## config.mk

```make
export PLATFORM = sky130hd
export DESIGN_NAME = led_arbiter_flat
export DESIGN_NICKNAME = d
export VERILOG_FILES = /design/src/rtl/led_arbiter_if.sv /design/src/rtl/led_arbiter.sv /design/src/flat_wrapper.sv
export SDC_FILE = /design/constraint.sdc
export NUM_CORES = 1
export LEC_CHECK = 0
export ABC_AREA = 1
export ABC_CLOCK_PERIOD_IN_PS = 2100
export BUFFER_PORTS_ARGS = -buffer_cell sky130_fd_sc_hd__buf_2
export CAP_MARGIN = 5
export CELL_PAD_IN_SITES_DETAIL_PLACEMENT = 0
export CELL_PAD_IN_SITES_GLOBAL_PLACEMENT = 1
export CORE_ASPECT_RATIO = 0.6
export CORE_MARGIN = 10
export CORE_UTILIZATION = 33
export DETAILED_ROUTE_END_ITERATION = 10
export PLACE_DENSITY = 0.79
export SYNTH_ARGS = -nofsm -noshare
export SYNTH_HDL_FRONTEND = slang
export SYNTH_SLANG_ARGS = --single-unit
```

## constraint.sdc

```tcl
create_clock -name clk -period 2.1 [get_ports clk]
set_input_delay 0.63 -clock clk [delete_from_list [all_inputs] [get_ports clk]]
set_output_delay 0.63 -clock clk [all_outputs]
set_load 0.02 [all_outputs]
```

## src/rtl/led_arbiter_if.sv

```systemverilog
// Display bus between the frame sources and the LED arbiter: requests,
// frames and frame tick in; grant, LED drive and busy out.
interface led_arbiter_if;
  logic        fc;
  logic [3:0]  req;
  logic [63:0] frames;
  logic [3:0]  gnt;
  logic [15:0] led;
  logic        busy;

  modport master (output fc, req, frames, input gnt, led, busy);
  modport slave  (input fc, req, frames, output gnt, led, busy);
endinterface

```

## src/rtl/led_arbiter.sv

```systemverilog
// Round-robin LED display arbiter for four frame sources with a minimum
// hold time measured in frame ticks.
// Optional feature: define PRIORITY_PREEMPT_EN to let source 0 take the
// display from any other owner immediately, regardless of hold time.
module led_arbiter #(
  parameter int unsigned HOLD_FRAMES  = 8,
  parameter logic [15:0] IDLE_PATTERN = 16'h0000
) (
  input logic         clk,
  input logic         rst,
  led_arbiter_if.slave bus
);

  localparam int unsigned LED_W = 16;
  localparam int unsigned CNT_W = 8;
  localparam logic [CNT_W-1:0] HOLD_MAX = CNT_W'(HOLD_FRAMES);

  typedef enum logic {IDLE, OWN} state_t;

  state_t           state;
  logic [1:0]       own;
  logic [1:0]       ptr;
  logic [CNT_W-1:0] hold_cnt;
  logic [3:0]       gnt_q;
  logic [LED_W-1:0] led_q;
  logic             busy_q;

  logic       pick_vld;
  logic [1:0] pick_idx;
  logic [1:0] scan_idx;
  logic       expired;
  logic       other_req;
  logic       do_grant;
  logic [1:0] grant_idx;
  logic       go_idle;
  logic       cnt_inc;

  assign bus.gnt  = gnt_q;
  assign bus.led  = led_q;
  assign bus.busy = busy_q;

  assign expired   = (hold_cnt == HOLD_MAX);
  assign other_req = |(bus.req & ~(4'b0001 << own));

  // Round-robin search starting one past the last winner.
  always_comb begin
    pick_vld = 1'b0;
    pick_idx = ptr;
    scan_idx = ptr;
    for (int k = 1; k <= 4; k++) begin
      scan_idx = 2'(int'(ptr) + k);
      if (!pick_vld && bus.req[scan_idx]) begin
        pick_vld = 1'b1;
        pick_idx = scan_idx;
      end
    end
  end

  // Arbitration decision for the coming edge.
  always_comb begin
    do_grant  = 1'b0;
    grant_idx = pick_idx;
    go_idle   = 1'b0;
    cnt_inc   = 1'b0;
    unique case (state)
      IDLE: do_grant = pick_vld;
      OWN: begin
`ifdef PRIORITY_PREEMPT_EN
        if (bus.req[0] && (own != 2'd0)) begin
          do_grant  = 1'b1;
          grant_idx = 2'd0;
        end else
`endif
        if (!bus.req[own]) begin
          // Owner dropped: the old owner cannot win since its req is low.
          do_grant = pick_vld;
          go_idle  = !pick_vld;
        end else if (expired && other_req) begin
          // Owner sits last in the search order, so a different source wins.
          do_grant = 1'b1;
        end else begin
          cnt_inc = bus.fc && !expired;
        end
      end
      default: go_idle = 1'b1;
    endcase
  end

  // State, ownership, hold counter and registered outputs.
  always_ff @(posedge clk or negedge rst) begin
    if (!rst) begin
      state    <= IDLE;
      own      <= 2'd0;
      ptr      <= 2'd3;
      hold_cnt <= '0;
      gnt_q    <= 4'b0000;
      led_q    <= IDLE_PATTERN;
      busy_q   <= 1'b0;
    end else begin
      led_q <= (state == OWN) ? bus.frames[{own, 4'b0000} +: LED_W] : IDLE_PATTERN;
      if (do_grant) begin
        state    <= OWN;
        own      <= grant_idx;
        ptr      <= grant_idx;
        hold_cnt <= '0;
        gnt_q    <= 4'b0001 << grant_idx;
        busy_q   <= 1'b1;
      end else if (go_idle) begin
        state    <= IDLE;
        hold_cnt <= '0;
        gnt_q    <= 4'b0000;
        busy_q   <= 1'b0;
      end else if (cnt_inc) begin
        hold_cnt <= hold_cnt + CNT_W'(1);
      end
    end
  end

endmodule
```

## src/flat_wrapper.sv

```systemverilog
// flat-port wrapper written by rule: the top's interface ports become plain ports
module led_arbiter_flat 
#(
  parameter int unsigned HOLD_FRAMES  = 8,
  parameter logic [15:0] IDLE_PATTERN = 16'h0000
)
  (clk, rst, bus_fc, bus_req, bus_frames, bus_gnt, bus_led, bus_busy);
  led_arbiter_if bus_i ();
  input logic clk;
  input logic rst;
  input wire logic [$bits(bus_i.fc)-1:0] bus_fc;
  input wire logic [$bits(bus_i.req)-1:0] bus_req;
  input wire logic [$bits(bus_i.frames)-1:0] bus_frames;
  output wire logic [$bits(bus_i.gnt)-1:0] bus_gnt;
  output wire logic [$bits(bus_i.led)-1:0] bus_led;
  output wire logic [$bits(bus_i.busy)-1:0] bus_busy;
  assign bus_i.fc = bus_fc;
  assign bus_i.req = bus_req;
  assign bus_i.frames = bus_frames;
  assign bus_gnt = bus_i.gnt;
  assign bus_led = bus_i.led;
  assign bus_busy = bus_i.busy;
  led_arbiter #(.HOLD_FRAMES(HOLD_FRAMES), .IDLE_PATTERN(IDLE_PATTERN)) u_core (.clk(clk), .rst(rst), .bus(bus_i));
endmodule
```

==> results list <==
- Pin placement for this block handled 92 I/O pins.
- In this run the worst hold path is classified as primary input to async pin.
- Portion of the post-synthesis area used by sequential elements: 0.407
- # placed instances: 427
- Max-cap violations in this run came to 0.
* Vias after detailed routing: 2036
- Average wire per standard cell: 14.5 um
- Leak Pwr: 1.35 nW
- Counting cells, the worst reg-to-reg path comes to 11.
* Dominant cell by count in the synthesized netlist: sky130_fd_sc_hd__nand2_1
- CORE AREA: 6060 sq um
* Global placement routability congestion: 0.814
- Final hold analysis gives a worst-case slack of 289 ps.
* Worst Path Max Fanout: 10
* Shortest clock period the worst path allows after layout: 1830 ps
- Global-route usage over all layers: 0.125
* DRC Markers: 0
- Final TNS setup: 0 ps
- Worst path required time: 2260 ps
- CTS tree: yes
- Number of fillers in the final layout: 635
- The startpoint identified for the worst register-to-register timing path is u_core.ptr[0]$_DFFE_PN1N_.
- Worst EP arrival: 1980 ps
- For this run, the number of standard cells in the final layout without fillers is 435.
* CTS Hold Bufs: 0
* Post-synth design cell area: 2030 sq um
- Summing internal, switching and leakage power gives 4.01 mW.
- Clock Skews: 10.1 ps
- During synthesis, Yosys emitted a total of 0 warnings.
- End of the worst register-to-register path: u_core.own[1]$_DFFE_PN0N_
- Avg Inst Size Synth: 8.00 sq um
* Clock latency at the later pin of the worst-skew pair: 280 ps
* Maximum number of pins on one net before global-route repair: 34
* Netlist cell types: 33
* Power density over cell area: 1490 nW/um^2
- The first TritonRoute pass finished after 4 iterations.
- Number of gates resized after CTS: 0
- Pin slew with the least headroom to its limit: 456 ps
- Total detailed-routing wirelength: 6.30 mm
* Worst max-slew margin expressed relative to the limit: 0.696
- The initial utilization of the core area, before any placement, comes to 0.336.
- CTS H-tree depth: 2
- At the end of the flow the core is filled with cells to 0.445.
- Sorting the synthesized cells by how often they occur yields 61 x sky130_fd_sc_hd__nand2_1, 32 x sky130_fd_sc_hd__nand3_1, 31 x sky130_fd_sc_hd__dfrtp_1.
- Buffer cell driving the clock tree root: sky130_fd_sc_hd__clkbuf_8
- The floorplan has 22 rows.
* Global-route wire length before repair: 9.87 mm
* HPWL Detailed: 5.05 mm
- By startpoint and endpoint, the worst setup path is classified as flip-flop to flip-flop.
* Violation count after the first detailed-routing iteration: 57
- The floorplan step defined a die boundary enclosing 9800 sq um.
- Counting every instance in the synthesized netlist gives 254.
- For this run, the post-layout net count is 423.
* Proportion of synthesized flip-flops having asynchronous set or reset: 1.00
* Clock-pin slew on the worst setup and hold paths: 70 ps
* Die span in y: 80.8 um
- Ratio of routed vias to standard cells: 4.68
- Number of enable flip-flop cells after synthesis: 0
- When the netlist entered floorplanning its net count stood at 327.
- Number of sinks handled by clock tree synthesis: 33
* Pins over their slew limit: 0
- The setup check on the worst reg-to-reg path leaves a slack of 270 ps.
* Initial antenna violation count: 0
- Across the VDD grid, the largest voltage drop is 565 uV.
* Top FF cell, synth: sky130_fd_sc_hd__dfrtp_1
- Setup repair after global routing left no endpoint under its margin.
- Via count of the first global-routing pass: 2088
* Total count of hold-check failures in the final report: 0
- Share of post-route cells with drive strength above 1: 0.402
* DIE WIDTH: 121 um
* ANT cells: 0
- The count of nets left with antenna violations once routing finished came out at 0.
- The run finished with clean final reports.
- In the post-synthesis netlist, the biggest area contributors are sky130_fd_sc_hd__dfrtp_1 38%, sky130_fd_sc_hd__nand2_1 11%, sky130_fd_sc_hd__nand3_1 7.9%, sky130_fd_sc_hd__a22oi_1 5.9%, sky130_fd_sc_hd__a31oi_1 4.9%.
- Of the post-synthesis cell area, the dominant cell type holds 0.382.
- Crit share post-route: 0.870
- Synth area leader: sky130_fd_sc_hd__dfrtp_1
- Setup violations remaining at the end of the flow were counted as 0.
* Number of buffers added on ports: 91
- After clock tree synthesis, the setup repair step added 0 buffers.
* Max frequency: 547 MHz
- First element of the critical path: u_core.ptr[0]$_DFFE_PN1N_
- For this run the aggregate overflow at the end of global routing stands at 0.
- The area growth from synthesis to layout is 32.4%.
- CP endpoint kind: flip-flop
- Inserted Clock Buffers: 5
- Longest Clk Path Bufs: 2
- STA classifies the critical path startpoint as a flip-flop.
- Counting flops and latches in the post-synthesis netlist gives 33.
[layout by cell type (no fill, tap or decap), drive strengths merged, types with 3 or more instances in the layout]
| cell type | netlist | routed |
|---|---|---|
| buf | 3 | 98 |
| nand2 | 78 | 78 |
| nand3 | 33 | 33 |
| dfrtp | 31 | 31 |
| inv | 22 | 22 |
| nor2 | 19 | 19 |
| a22oi | 16 | 16 |
| a31oi | 16 | 16 |
| o21ai | 11 | 11 |
| clkbuf | 6 | 6 |
| a21oi | 4 | 4 |
| nor3 | 4 | 4 |
| xor2 | 3 | 3 |
| clkinv | 1 | 3 |
[where the power goes]
part / switching [mW] / internal, mW
sequential: 0.190 / 0.899
combinational: 1.63 / 0.833
clock: 0.229 / 0.230
[cell type report]
class / instances / area, sq um / share of cell area
Inverter: 23 / 93.8 / 0.0349
Timing Repair Buffer: 98 / 520 / 0.193
Clock inverter: 2 / 10.0 / 0.00372
Clock buffer: 6 / 72.6 / 0.0270
Sequential cell: 33 / 828 / 0.308
Tap cell: 84 / 105 / 0.0390
Multi-Input combinational cell: 189 / 1060 / 0.395
[worst max-delay path: stages (launching register included)]
cell and delay [ps]:
sky130_fd_sc_hd__dfstp_2 680, sky130_fd_sc_hd__inv_6 90, sky130_fd_sc_hd__nand2_1 80, sky130_fd_sc_hd__nand2_2 80, sky130_fd_sc_hd__nand2_4 90, sky130_fd_sc_hd__nand2_4 80, sky130_fd_sc_hd__o21ai_0 160, sky130_fd_sc_hd__nand3_1 120
sky130_fd_sc_hd__nand2_1 110, sky130_fd_sc_hd__inv_1 60, sky130_fd_sc_hd__nand2_1 70, sky130_fd_sc_hd__nand2_1 80
[worst max path at each step]
stage | end | slack (ps) | cells after the start
finish | u_core.own[1]$_DFFE_PN0N_ | 270 | 11
global route | u_core.own[1]$_DFFE_PN0N_ | 110 | 11
CTS | u_core.own[1]$_DFFE_PN0N_ | 270 | 11
detailed placement | u_core.own[1]$_DFFE_PN0N_ | 230 | 11
global placement | u_core.own[1]$_DFFE_PN0N_ | 270 | 11
floorplan | u_core.hold_cnt[2]$_DFFE_PN0P_ | 520 | 10
[state kept, by name (all words and copies together), names as in the netlist]
name and cells:
u_core.bus.busy 1, u_core.own 2, u_core.hold_cnt 8, u_core.bus.led 16, u_core.ptr 2, u_core.bus.gnt 4
[through the flow]
stage | instance area (sq um) | setup WS [ps]
6_report | 2690 | 273
5_1_grt | 2690 | 107
4_1_cts | 2690 | 269
3_5_place_dp | 2610 | 233
3_3_place_gp | 2610 | 267
2_1_floorplan | 2030 | 519
[routing by layer]
metal / GRT usage / vias up / wire length (um)
li1: - / 1046 / -
met1: 0.165 / 916 / 3090
met2: 0.174 / 67 / 2510
met3: 0.0679 / 7 / 654
met4: 0.0284 / 0 / 48
met5: 0 / - / 0
[cell families (layout without fill, tap and decap cells)]
| group | count (synthesis) | in the layout | share of synthesized area |
|---|---|---|---|
| DFF | 33 | 33 | 0.407 |
| and+or+nand+nor | 136 | 136 | 0.338 |
| AOI/OAI and AO/OA | 47 | 47 | 0.154 |
| xor gates and xnor gates | 4 | 4 | 0.0172 |
| buffers and inverters | 32 | 129 | 0.0702 |
| adders and majority gates | 2 | 2 | 0.0123 |
Power figures use the tool's default switching activity.
